$ cat config.mk
export PLATFORM = sky130hd
export DESIGN_NAME = i2s_tx_sequencer_flat
export DESIGN_NICKNAME = d
export VERILOG_FILES = /design/src/rtl/i2s_pkg.sv /design/src/rtl/i2s_tx_sequencer_if.sv /design/src/rtl/i2s_tx_shifter.sv /design/src/rtl/i2s_tx_sequencer.sv /design/src/flat_wrapper.sv
export SDC_FILE = /design/constraint.sdc
export NUM_CORES = 1
export LEC_CHECK = 0
export ABC_AREA = 1
export BUFFER_PORTS_ARGS = -buffer_cell sky130_fd_sc_hd__buf_2
export CORE_MARGIN = 4
export CORE_UTILIZATION = 53
export CTS_CLUSTER_SIZE = 10
export DETAILED_ROUTE_END_ITERATION = 8
export GPL_TIMING_DRIVEN = 0
export PLACE_DENSITY = 0.76
export SETUP_SLACK_MARGIN = 0.5
export SLEW_MARGIN = 25
export SYNTH_ARGS = -nofsm -noshare
export SYNTH_HDL_FRONTEND = slang
export SYNTH_HIERARCHICAL = 1
export SYNTH_SLANG_ARGS = --single-unit
$ cat constraint.sdc
create_clock -name MCLK -period 1.7 [get_ports MCLK]
set_clock_uncertainty 0.15 [all_clocks]
set_input_delay 0.51 -clock MCLK [delete_from_list [all_inputs] [get_ports MCLK]]
set_output_delay 0.51 -clock MCLK [all_outputs]
set_load 0.02 [all_outputs]
$ cat src/rtl/i2s_pkg.sv
// Shared constants, FSM state type and word-format helper for the I2S transmit path.
package i2s_pkg;

  localparam int unsigned SLOT_BITS      = 32;
  localparam int unsigned MCLK_PER_SCLK  = 8;
  localparam int unsigned SCLK_PER_FRAME = 64;
  localparam int unsigned BIT_CNT_W      = $clog2(SLOT_BITS);

  localparam logic [BIT_CNT_W-1:0] LAST_BIT = BIT_CNT_W'(SLOT_BITS - 1);

  typedef enum logic [1:0] {
    IDLE,
    LEFT,
    RIGHT
  } i2s_state_t;

  // Left-justify a zero-extended sample of the given width inside one slot word.
  function automatic logic [SLOT_BITS-1:0] left_justify(input logic [SLOT_BITS-1:0] sample,
                                                        input int unsigned width);
    return sample << (SLOT_BITS - width);
  endfunction

endpackage

$ cat src/rtl/i2s_tx_sequencer_if.sv
// Stereo frame handshake between the sample source and the I2S transmit sequencer.
interface i2s_tx_sequencer_if #(
  parameter int unsigned WIDTH = 24
) ();

  logic [WIDTH-1:0] s_left;
  logic [WIDTH-1:0] s_right;
  logic             s_valid;
  logic             s_ready;

  modport master (
    output s_left,
    output s_right,
    output s_valid,
    input  s_ready
  );

  modport slave (
    input  s_left,
    input  s_right,
    input  s_valid,
    output s_ready
  );

endinterface

$ cat src/rtl/i2s_tx_shifter.sv
// Slot shift register, held right word and SDATA flop; driven by load/swap/shift controls.
module i2s_tx_shifter
  import i2s_pkg::*;
(
  input  logic                 MCLK,
  input  logic                 reset,
  input  logic                 load_i,
  input  logic                 swap_i,
  input  logic                 shift_i,
  input  logic [SLOT_BITS-1:0] left_word_i,
  input  logic [SLOT_BITS-1:0] right_word_i,
  output logic                 sdata_o
);

  logic [SLOT_BITS-1:0] shreg_q, shreg_d;
  logic [SLOT_BITS-1:0] held_q, held_d;
  logic                 sdata_q, sdata_d;

  // Every action first emits the current MSB, which yields the one-bit I2S delay.
  always_comb begin
    shreg_d = shreg_q;
    held_d  = held_q;
    sdata_d = sdata_q;
    if (load_i) begin
      sdata_d = shreg_q[SLOT_BITS-1];
      shreg_d = left_word_i;
      held_d  = right_word_i;
    end else if (swap_i) begin
      sdata_d = shreg_q[SLOT_BITS-1];
      shreg_d = held_q;
    end else if (shift_i) begin
      sdata_d = shreg_q[SLOT_BITS-1];
      shreg_d = shreg_q << 1;
    end
  end

  always_ff @(posedge MCLK) begin
    if (reset) begin
      shreg_q <= '0;
      held_q  <= '0;
      sdata_q <= 1'b0;
    end else begin
      shreg_q <= shreg_d;
      held_q  <= held_d;
      sdata_q <= sdata_d;
    end
  end

  assign sdata_o = sdata_q;

endmodule

$ cat src/rtl/i2s_tx_sequencer.sv
// I2S transmit sequencer: frame handshake, slot FSM, underrun counting and framing checks,
// all paced by the clock divider's look-ahead strobes.
module i2s_tx_sequencer
  import i2s_pkg::*;
#(
  parameter int unsigned WIDTH = 24,
  parameter int unsigned CNT_W = 16
) (
  input  logic             MCLK,
  input  logic             reset,
  input  logic             enable,
  input  logic             sclk_fall_stb,
  input  logic             lrclk_rise_stb,
  input  logic             lrclk_fall_stb,
  i2s_tx_sequencer_if.slave s_if,
  output logic             SDATA,
  output logic             underrun,
  output logic [CNT_W-1:0] underrun_cnt,
  output logic             sync_err
);

  i2s_state_t           state_q, state_d;
  logic [BIT_CNT_W-1:0] bit_cnt_q, bit_cnt_d;
  logic                 underrun_q, underrun_d;
  logic [CNT_W-1:0]     underrun_cnt_q, underrun_cnt_d;
  logic                 sync_err_q, sync_err_d;

  logic                 load, swap, shift, accept, lr_stb;
  logic [SLOT_BITS-1:0] left_word, right_word;

  assign s_if.s_ready = lrclk_fall_stb && enable && !reset;

  assign accept     = enable && s_if.s_valid;
  assign left_word  = accept ? left_justify(SLOT_BITS'(s_if.s_left), WIDTH) : '0;
  assign right_word = accept ? left_justify(SLOT_BITS'(s_if.s_right), WIDTH) : '0;
  assign lr_stb     = lrclk_fall_stb || lrclk_rise_stb;

  always_comb begin
    state_d        = state_q;
    bit_cnt_d      = bit_cnt_q;
    underrun_d     = 1'b0;
    underrun_cnt_d = underrun_cnt_q;
    sync_err_d     = sync_err_q;
    load           = 1'b0;
    swap           = 1'b0;
    shift          = 1'b0;

    // The fall action wins over everything, including a coincident rise strobe.
    if (lrclk_fall_stb) begin
      load      = 1'b1;
      state_d   = LEFT;
      bit_cnt_d = '0;
      if (enable && !s_if.s_valid) begin
        underrun_d = 1'b1;
        if (underrun_cnt_q != '1) begin
          underrun_cnt_d = underrun_cnt_q + 1'b1;
        end
      end
    end else if (lrclk_rise_stb && state_q != IDLE) begin
      swap      = 1'b1;
      bit_cnt_d = '0;
      if (state_q == LEFT) begin
        state_d = RIGHT;
      end
    end else if (sclk_fall_stb && !lrclk_rise_stb && state_q != IDLE) begin
      shift     = 1'b1;
      bit_cnt_d = bit_cnt_q + 1'b1;
    end

    if (state_q != IDLE && lr_stb &&
        (bit_cnt_q != LAST_BIT || !sclk_fall_stb ||
         (lrclk_rise_stb && lrclk_fall_stb) ||
         (lrclk_rise_stb && state_q == RIGHT) ||
         (lrclk_fall_stb && state_q == LEFT))) begin
      sync_err_d = 1'b1;
    end
  end

  always_ff @(posedge MCLK) begin
    if (reset) begin
      state_q        <= IDLE;
      bit_cnt_q      <= '0;
      underrun_q     <= 1'b0;
      underrun_cnt_q <= '0;
      sync_err_q     <= 1'b0;
    end else begin
      state_q        <= state_d;
      bit_cnt_q      <= bit_cnt_d;
      underrun_q     <= underrun_d;
      underrun_cnt_q <= underrun_cnt_d;
      sync_err_q     <= sync_err_d;
    end
  end

  i2s_tx_shifter u_shifter (
    .MCLK         (MCLK),
    .reset        (reset),
    .load_i       (load),
    .swap_i       (swap),
    .shift_i      (shift),
    .left_word_i  (left_word),
    .right_word_i (right_word),
    .sdata_o      (SDATA)
  );

  assign underrun     = underrun_q;
  assign underrun_cnt = underrun_cnt_q;
  assign sync_err     = sync_err_q;

endmodule

$ cat src/flat_wrapper.sv
// flat-port wrapper written by rule: the top's interface ports become plain ports
module i2s_tx_sequencer_flat import i2s_pkg::*;
#(
  parameter int unsigned WIDTH = 24,
  parameter int unsigned CNT_W = 16
)
  (MCLK, reset, enable, sclk_fall_stb, lrclk_rise_stb, lrclk_fall_stb, SDATA, underrun, underrun_cnt, sync_err, s_if_s_left, s_if_s_right, s_if_s_valid, s_if_s_ready);
  i2s_tx_sequencer_if #(.WIDTH(WIDTH)) s_if_i ();
  input  logic MCLK;
  input  logic reset;
  input  logic enable;
  input  logic sclk_fall_stb;
  input  logic lrclk_rise_stb;
  input  logic lrclk_fall_stb;
  output logic SDATA;
  output logic underrun;
  output logic [CNT_W-1:0] underrun_cnt;
  output logic sync_err;
  input wire logic [$bits(s_if_i.s_left)-1:0] s_if_s_left;
  input wire logic [$bits(s_if_i.s_right)-1:0] s_if_s_right;
  input wire logic [$bits(s_if_i.s_valid)-1:0] s_if_s_valid;
  output wire logic [$bits(s_if_i.s_ready)-1:0] s_if_s_ready;
  assign s_if_i.s_left = s_if_s_left;
  assign s_if_i.s_right = s_if_s_right;
  assign s_if_i.s_valid = s_if_s_valid;
  assign s_if_s_ready = s_if_i.s_ready;
  i2s_tx_sequencer #(.WIDTH(WIDTH), .CNT_W(CNT_W)) u_core (.MCLK(MCLK), .reset(reset), .enable(enable), .sclk_fall_stb(sclk_fall_stb), .lrclk_rise_stb(lrclk_rise_stb), .lrclk_fall_stb(lrclk_fall_stb), .s_if(s_if_i), .SDATA(SDATA), .underrun(underrun), .underrun_cnt(underrun_cnt), .sync_err(sync_err));
endmodule
# Yosys cells after proc, flatten, opt, wreduce, memory -nomap -nowiden
# Index checks and enable logic that the tools add are counted.
# op_classes
n_addsub,2
n_eq_ne,4
mux,18
bitwise,1
reduce_logical,31
# op_table
cell,n
2-to-1 mux 32 bit,5
adder 16 x 1 -> 16 bit (second input constant),1
inequality test 16 bit (second input constant),1
2-to-1 mux 1 bit,13
logical AND 1 bit,12
nonzero test 2 bit,3
adder 5 x 1 -> 5 bit (second input constant),1
logical OR 1 bit,5
inequality test 5 bit (second input constant),1
zero test 1 bit,4
AND reduction 2 bit,2
OR reduction 2 bit,2
AND reduction 3 bit,1
nonzero test 3 bit,1
OR reduction 3 bit,1
equality test 2 x 1 -> 1 bit (second input constant),1
equality test 2 bit (second input constant),1
inverter 1 bit,1
# word_totals
register_bits,90
inputBits,55
out_inout_bits,20
word_cells,65

# Logic depth before layout (Yosys ltp)
# Gate-level depths: netlist of the first run.
# logic_depth
depth_word,9
ltp_mapped,11
ltp_nobuf,9

# Cells and area by module
# Netlist of the first run, hierarchy kept.
# by_module_without_submodules
module,n_inst,cells_per_inst,area_each_um2
i2s_tx_shifter,1,459,3478.3
i2s_tx_sequencer,1,323,1745.4

# Least setup slack after synthesis of the first run
# OpenSTA, ideal clock, no wires.
# synth_path
path_kind,register -> register
from,register u_core.underrun_cnt_q[0] (netlist: u_core/underrun_cnt[0])
to,register u_core.underrun_cnt_q[2] (netlist: u_core/underrun_cnt[2])
setup_ns,0.117
arrival_time_ns,1.433
path_slack_ns,0.000
stages_incl_launch_ff,9
cell_sequence,dfxtp_1 > ha_1 > nand2_1 > nor2_1 > nand2_1 > nor2_1 > nor2_1 > a21oi_1 > nor2_1
# synth_via
elab_chain_cells,2
# synth_rtl
element,line,rtl
start: declaration,i2s_tx_sequencer.sv:25,"logic [CNT_W-1:0] underrun_cnt_q, underrun_cnt_d;"
start signal: assignment,i2s_tx_sequencer.sv:90,underrun_cnt_q <= underrun_cnt_d;
branches (longest 2 deep; another with adder 16 x 1 -> 16 bit),--,
# Parallel ways; which one is timed is not known.
# A chain may end at the register's enable or synchronous reset.

# Final worst setup path of the first run
# layout_path
from,register u_core.state_q[0]
to,register u_core.u_shifter.shreg_q[27]
# layout_via
elab_chain_cells,6
# layout_rtl
element,line,rtl
start: declaration,i2s_tx_sequencer.sv:22,"i2s_state_t state_q, state_d;"
start signal: assignment,i2s_tx_sequencer.sv:87,state_q <= state_d;
nonzero test 2 bit (*),i2s_tx_sequencer.sv:59,end else if (lrclk_rise_stb && state_q != IDLE) begin
logical AND 1 bit (*),i2s_tx_sequencer.sv:59,
2-to-1 mux 1 bit (*),i2s_tx_sequencer.sv:59,
2-to-1 mux 1 bit (*),i2s_tx_sequencer.sv:49,if (lrclk_fall_stb) begin
net u_core.swap,i2s_tx_sequencer.sv:28,"logic load, swap, shift, accept, lr_stb;"
2-to-1 mux 32 bit,i2s_tx_shifter.sv:28,end else if (swap_i) begin
2-to-1 mux 32 bit,i2s_tx_shifter.sv:24,if (load_i) begin
end signal: assignment,i2s_tx_shifter.sv:43,shreg_q <= shreg_d;
end: declaration,i2s_tx_shifter.sv:15,"logic [SLOT_BITS-1:0] shreg_q, shreg_d;"
# The timed path passes the listed nets; every way through them passes the cells marked *.

==> results of run 1 <==
## report_power, final
group          switching [W]  total (W)  internal [W]
Sequential         0.0000849    0.00230       0.00221
Clock               0.000802    0.00156      0.000761
Combinational       0.000602    0.00111      0.000504
Total                0.00149    0.00497       0.00348
## state kept, by name (all words and copies together) (netlist names)
name                      count
u_core/bit_cnt_q              5
u_core/state_q                2
u_core/sync_err               1
u_core/u_shifter/held_q      32
u_core/u_shifter/sdata_o      1
u_core/u_shifter/shreg_q     32
u_core/underrun               1
u_core/underrun_cnt          16
## per-layer routing
metal	global-route usage	up-vias	routed length, um
li1	-	2733	-
met4	0.0922	0	780
met2	0.479	242	9080
met1	0.310	2717	6960
met5	0	-	0
met3	0.0546	77	969
## Yosys cell counts, types with 2 or more instances
| master | number | area [um2] |
|---|---|---|
| nor2_1 | 159 | 597 |
| nand2_1 | 185 | 694 |
| clkinv_1 | 2 | 7.51 |
| o21ai_0 | 39 | 195 |
| nand3_2 | 28 | 280 |
| buf_4 | 10 | 75.1 |
| buf_12 | 2 | 40.0 |
| dfxtp_1 | 90 | 1800 |
| buf_6 | 2 | 22.5 |
| nand4_1 | 2 | 12.5 |
| ha_1 | 3 | 37.5 |
| a21oi_2 | 30 | 263 |
| nor3_1 | 6 | 30.0 |
| inv_1 | 78 | 293 |
| nand3b_1 | 31 | 233 |
| buf_2 | 10 | 50.1 |
| clkbuf_1 | 16 | 60.1 |
| or2_0 | 30 | 188 |
| nand2_2 | 3 | 18.8 |
| buf_1 | 2 | 7.51 |
| nand3_1 | 22 | 110 |
| a21oi_1 | 19 | 95.1 |
## worst min-delay path by stage
stage	startpoint	endpoint	slack, ns	cells after the start
finish	lrclk_fall_stb	u_core/state_q[1]	0.19	2
global route	lrclk_fall_stb	u_core/state_q[1]	0.17	2
CTS	lrclk_fall_stb	u_core/state_q[1]	0.24	2
detailed placement	u_core/sync_err	u_core/sync_err	0.30	2
global placement	u_core/sync_err	u_core/sync_err	0.29	2
floorplan	u_core/u_shifter/shreg_q[31]	u_core/u_shifter/sdata_o	0.28	2
## layout make-up
cell class                      count  area share
Multi-Input combinational cell    583       0.459
Sequential cell                    90       0.240
Clock buffer                       12      0.0200
Tap cell                          129      0.0208
Timing Repair Buffer              128       0.136
Inverter                           82      0.0450
Buffer                             43      0.0725
Clock inverter                      4     0.00629
## kinds of logic (layout without fill, tap and decap cells)
logic type                 count (synthesis)  in the layout  synth area share
buffers and inverters                    125            269             0.111
other                                      1             16          0.000718
xor gates and xnor gates                   2              2           0.00335
DFF                                       90             90             0.345
and+or+nand+nor                          470            471             0.423
adders and majority gates                  3              3           0.00719
AOI/OAI and AO/OA                         91             91             0.110
## metrics by stage
stage | std cells | hold slack [ns]
2_1_floorplan | 797 | 0.280
3_3_place_gp | 1000 | 0.285
3_5_place_dp | 1000 | 0.299
4_1_cts | 1057 | 0.236
5_1_grt | 1071 | 0.172
6_report | 1071 | 0.190
## repair_timing
action                     CTS  global route
gates resized for setup    169           109
pin swaps                   34            51
setup buffers               39             9
cloned                       2             5
setup endpoints to repair  107           102
==> metrics, run 1 <==
Detail Route Antenna Nets=0; Pwr Total=0.00497 W; gpl congestion=0.845; final number of hold-violating endpoints=0; Yosys reg bits=90; TritonRoute pass-1 iters=5; All-Layer GR Usage=0.266; standard-cell rows=35; vias=5,769; R2R depth=10; CP Capture Type=register; leakage power=3.62 nW; final worst setup slack=-0.100 ns; Pins Over Slew Limit=0; final setup vio count=8; share of flip-flops with an asynchronous set or reset=0; initial antenna violation count=0; synth unique cells=35; vias per cell=5.39; Filler Cells Inserted=558; Max Fclk=556 MHz; critical path peak fanout=8; register area=1860 um2; Period minus WS final=1.80 ns; worst setup path category=register to register; RSZ-0062 raised after global routing=true; Critical Path End=u_core/u_shifter/shreg_q[27]; Largest stage delay, worst path=0.39 ns; DRT iter0 DRCs=344; Root Buffer=clkbuf_8; CP top delay family=simple AND/OR/NAND/NOR gates; Routed wire per std cell=16.6 um; Synth Area per Inst=6.68 um2; final routed DRC violation total=0; most frequent cells in the layout=134 x nor2_1, 118 x nand2_1, 67 x dfxtp_1; r2r endpoint=u_core/u_shifter/shreg_q[27]; CP startpoint kind=register; largest net degree at the start of global routing=15; Initial Util=0.555; worst path cell trace=nor2_4 -> nor2_4 -> inv_2 -> nor2_4 -> buf_12 -> buf_4 -> nand2_1 -> nand3_1 -> nand2_1 -> a21oi_1; total gr overflow=0; CTS tree=done; EDFF count, synth=0; dpl cell area=6240 um2; CORE AREA=9420 um2; failing checks=negative setup slack; commonest non-fill, non-tap cell in the layout=nor2_1; share of post-route cells with drive strength above 1=0.446; Syn-to-layout area delta=48.6%; final core occ=0.824; Clock Path Buffers=2; maximum vdd drop=482 uV; height of the die=107 um; I/O pin total=75; max cap viols=0; Worst Path Arrival=1.92 ns; Final Instance Area=7760 um2; PD cells=640 nW/um2; area of the multi-input gates=3570 um2; DP Worst Slack=-0.281 ns; fin nets=995; setup TNS=-0.181 ns; Yosys warnings=6; status=finished with violations; critical path launch point=u_core/state_q[0]; reg-to-reg startpoint=u_core/state_q[0]; Tightest Hold Check Type=primary input to register; die area=11,500 um2; Routed WL=17,800 um; r2r setup slk=-0.10 ns; CTS HTree Levels=3; clock-pin transition on the worst setup and hold timing paths=0.11 ns; clk_lat worst skew=0.38 ns; Antenna Cells=0; Worst path slowest cell=dfxtp_4; Cell Area, Synth=5220 um2; Syn Inst Count=782; post-synthesis sequential area ratio=0.345; period utilization=1.06; clock sink count=90; worst path bufs/invs=3; DIE WIDTH=107 um; most frequent cell on the critical path=nor2_4; Crit. path cell count=10; number of global-route vias before repair=5,474; CTS buffer count=9; PortBufs=74; Synth Flop Type=dfxtp_1; first-pass GRT wire length=25,000 um; post-DP HPWL=9320 um; Hold-fix buffers, CTS=0; Worst EP required=1.82 ns
(Power assumes the default switching activity.)
==> run 2, diff against run 1 <==
--- a/config.mk
+++ b/config.mk
@@ -6,13 +6,13 @@
 export NUM_CORES = 1
 export LEC_CHECK = 0
 export ABC_AREA = 1
-export BUFFER_PORTS_ARGS = -buffer_cell sky130_fd_sc_hd__buf_2
 export CORE_MARGIN = 4
-export CORE_UTILIZATION = 53
+export CORE_UTILIZATION = 55
 export CTS_CLUSTER_SIZE = 10
 export DETAILED_ROUTE_END_ITERATION = 8
+export DONT_BUFFER_PORTS = 1
 export GPL_TIMING_DRIVEN = 0
-export PLACE_DENSITY = 0.76
+export PLACE_DENSITY = 0.71
 export SETUP_SLACK_MARGIN = 0.5
 export SLEW_MARGIN = 25
 export SYNTH_ARGS = -nofsm -noshare
==> constraint.sdc (replaced) <==
create_clock -name MCLK -period 1.7 [get_ports MCLK]
set_clock_uncertainty 0.15 [all_clocks]
set_input_delay 0.255 -clock MCLK [delete_from_list [all_inputs] [get_ports MCLK]]
set_output_delay 0.255 -clock MCLK [all_outputs]
set_load 0.02 [all_outputs]
==> run 2 against run 1 <==
Against the previous run: the flow finishes with violations (negative hold slack); die area decreased by 3.4%; first-iteration DRC count shrank 18%; critical path depth decreased by 3; combinational power down 22%; sequential cell count did not move; largest power group unchanged; cell count decreased by 7.7%; non-clock buffer count fell by 82; final area is 15% lower; critical path type unchanged; wire length is 22% lower; sequential share of layout area is 4.4 points higher; utilization down 11 points.
==> metrics, run 2 (synthesized netlist as in run 1, its figures left out) <==
Least-Margin Pin Slew=0.585 ns; worst setup path category=register to register; Pins Over Slew Limit=0 (unchanged); post-DP HPWL=8910 um (-4.4%); first-pass GRT wire length=22,300 um (-11%); final worst setup slack=0.0852 ns (+0.185 ns); Period minus WS final=1.61 ns (-0.185 ns); Worst path slowest cell=dfxtp_4; PortBufs=0 (-100%); Gate power share=0.194 (-0.029); CTS HTree Levels=3 (unchanged); DRT iter0 DRCs=282 (-18%); Initial Util=0.565 (+0.0105); clock sink count=90 (unchanged); P_sw=0.00132 W (-12%); CTS tree=done; height of the die=105 um (-1.7%); Worst EP required=1.81 ns (about the same); critical path peak fanout=6 (-2); Clock Path Buffers=2 (unchanged); die area=11,100 um2 (-3.4%); gpl congestion=0.829 (-1.8%); vias=5,045 (-13%); Tightest Hold Check Type=primary input to register; vias per cell=5.11 (-5.2%); Max Fclk=619 MHz (+11%); Syn-to-layout area delta=26.5%; Detail Route Antenna Nets=0 (unchanged); most frequent cell on the critical path=nor2_4; CP Capture Type=register; critical path launch point=u_core/underrun_cnt[9]; reg-to-reg startpoint=u_core/underrun_cnt[9]; CTS buffer count=9 (unchanged); PD cells=677 nW/um2 (+5.9%); Reg power frac=0.509 (+0.046); All-Layer GR Usage=0.240 (-0.0253); setup TNS=0 ns (+0.181 ns); Sw Ratio=0.294 (-0.00573); CORE AREA=9240 um2 (-1.9%); Critical Path End=u_core/underrun_cnt[2]; Largest stage delay, worst path=0.42 ns (+0.03 ns); RSZ-0062 raised after global routing=true; DP Worst Slack=-0.0164 ns (+0.264 ns); HP Start=lrclk_rise_stb; Root Buffer=clkbuf_8; Clk pwr share=0.297 (-0.018); worst path cell trace=nand2_1 -> nor2_2 -> nand2_2 -> nor2_4 -> nor2_4 -> a21oi_2 -> nor2_1; period utilization=0.950 (-0.109); share of post-route cells with drive strength above 1=0.254 (-0.192); R2R depth=7 (-3); clk_lat worst skew=0.36 ns (-0.02 ns); DIE WIDTH=105 um (-1.7%); fin nets=912 (-8.3%); r2r setup slk=0.09 ns (+0.19 ns); Filler Cells Inserted=736 (+32%); Routed WL=13,800 um (-22%); Antenna Cells=0 (unchanged); Routed wire per std cell=14.0 um (-16%); maximum vdd drop=480 uV (-0.30%); r2r endpoint=u_core/underrun_cnt[2]; leakage power=2.93 nW (-19%); status=finished with violations; most frequent cells in the layout=163 x nand2_1, 140 x nor2_1, 76 x inv_1; clock-pin transition on the worst setup and hold timing paths=0.09 ns (-0.02 ns); CP startpoint kind=register; Int Power=0.00316 W (-9.2%); largest net degree at the start of global routing=15 (unchanged); final setup vio count=0 (-8); TritonRoute pass-1 iters=4 (-1); worst rel slew slack=0.610; final number of hold-violating endpoints=2 (+2); number of global-route vias before repair=4,890 (-11%); commonest non-fill, non-tap cell in the layout=nand2_1; total gr overflow=0 (unchanged); final routed DRC violation total=0 (unchanged); failing checks=negative hold slack; Worst Path Arrival=1.72 ns (-0.20 ns); I/O pin total=75 (unchanged); max cap viols=0 (unchanged); standard-cell rows=35 (unchanged); hold slack=-0.0711 ns (-0.262 ns); initial antenna violation count=0 (unchanged)
-- run 2: cell types whose count changed in the layout (fill, tap and decap cells not counted), moves of 9 or more --
cell / before / now
dlygate4sd3_1: 0 / 26
o21ai_0: 6 / 37
o21ai_1: 25 / 2
buf_12: 15 / 5
inv_1: 66 / 76
nand2_1: 118 / 163
buf_6: 44 / 11
buf_4: 39 / 21
buf_2: 51 / 4
nor2_4: 20 / 11
nand2_2: 56 / 20
clkbuf_1: 6 / 15
-- run 2: power by group through the flow --
stage / registers [W] / logic, W / clock network [W]
2_1_floorplan: 0.00232 / 0.000596 / 0
3_3_place_gp: 0.00233 / 0.000701 / 0
3_5_place_dp: 0.00234 / 0.000723 / 0
4_1_cts: 0.00227 / 0.000811 / 0.00138
5_1_grt: 0.00229 / 0.000961 / 0.00146
6_report: 0.00228 / 0.000868 / 0.00133
-- run 2: through the flow --
stage / cells / power, W / utilization / cell area [um2]
after floorplan: 797 / 0.00292 / - / 5460
after global placement: 926 / 0.00304 / 0.608 / 5620
after detailed placement: 926 / 0.00306 / 0.608 / 5620
after CTS: 978 / 0.00446 / 0.688 / 6360
after global routing: 988 / 0.00471 / 0.715 / 6610
final: 988 / 0.00448 / 0.715 / 6610
-- run 2: routing by layer --
metal / wire length [um] / global-route usage
met1: 5830 / 0.292
met4: 167 / 0.0787
met5: 0 / 0
met2: 7030 / 0.414
met3: 769 / 0.0600
-- run 2: critical path: cells and delay by family (launching register included) --
family | cells | cell delay [ns]
and+or+nand+nor | 6 | 0.80
DFF | 1 | 0.42
AOI/OAI and AO/OA | 1 | 0.14
-- run 2: layout make-up --
class	instances	area, um2	share of cell area
clock inverter	4	27.5	0.00417
multi-input combinational	582	3220	0.488
timing repair buffer	46	449	0.0680
sequential	90	1880	0.284
inverter	82	318	0.0481
tap	129	161	0.0244
buffer	43	405	0.0614
clock buffer	12	145	0.0220
-- run 2: worst min path at each step --
stage,slack [ns],cells after the start,end
after detailed placement,0.18,1,u_core/u_shifter/held_q[0]
after CTS,-0.22,1,u_core/state_q[1]
after global routing,-0.09,2,u_core/state_q[1]
after global placement,0.18,1,u_core/u_shifter/held_q[0]
after floorplan,0.17,1,u_core/u_shifter/held_q[0]
final,-0.07,2,u_core/state_q[1]
-- run 2: repair_timing --
action	CTS	global route
hold buffers	24	2
pin swaps	16	23
endpoints found under the setup margin	75	74
buffers inserted	9	6
endpoints found under the hold margin	31	6
gates cloned	3	2
gates resized for setup	66	38
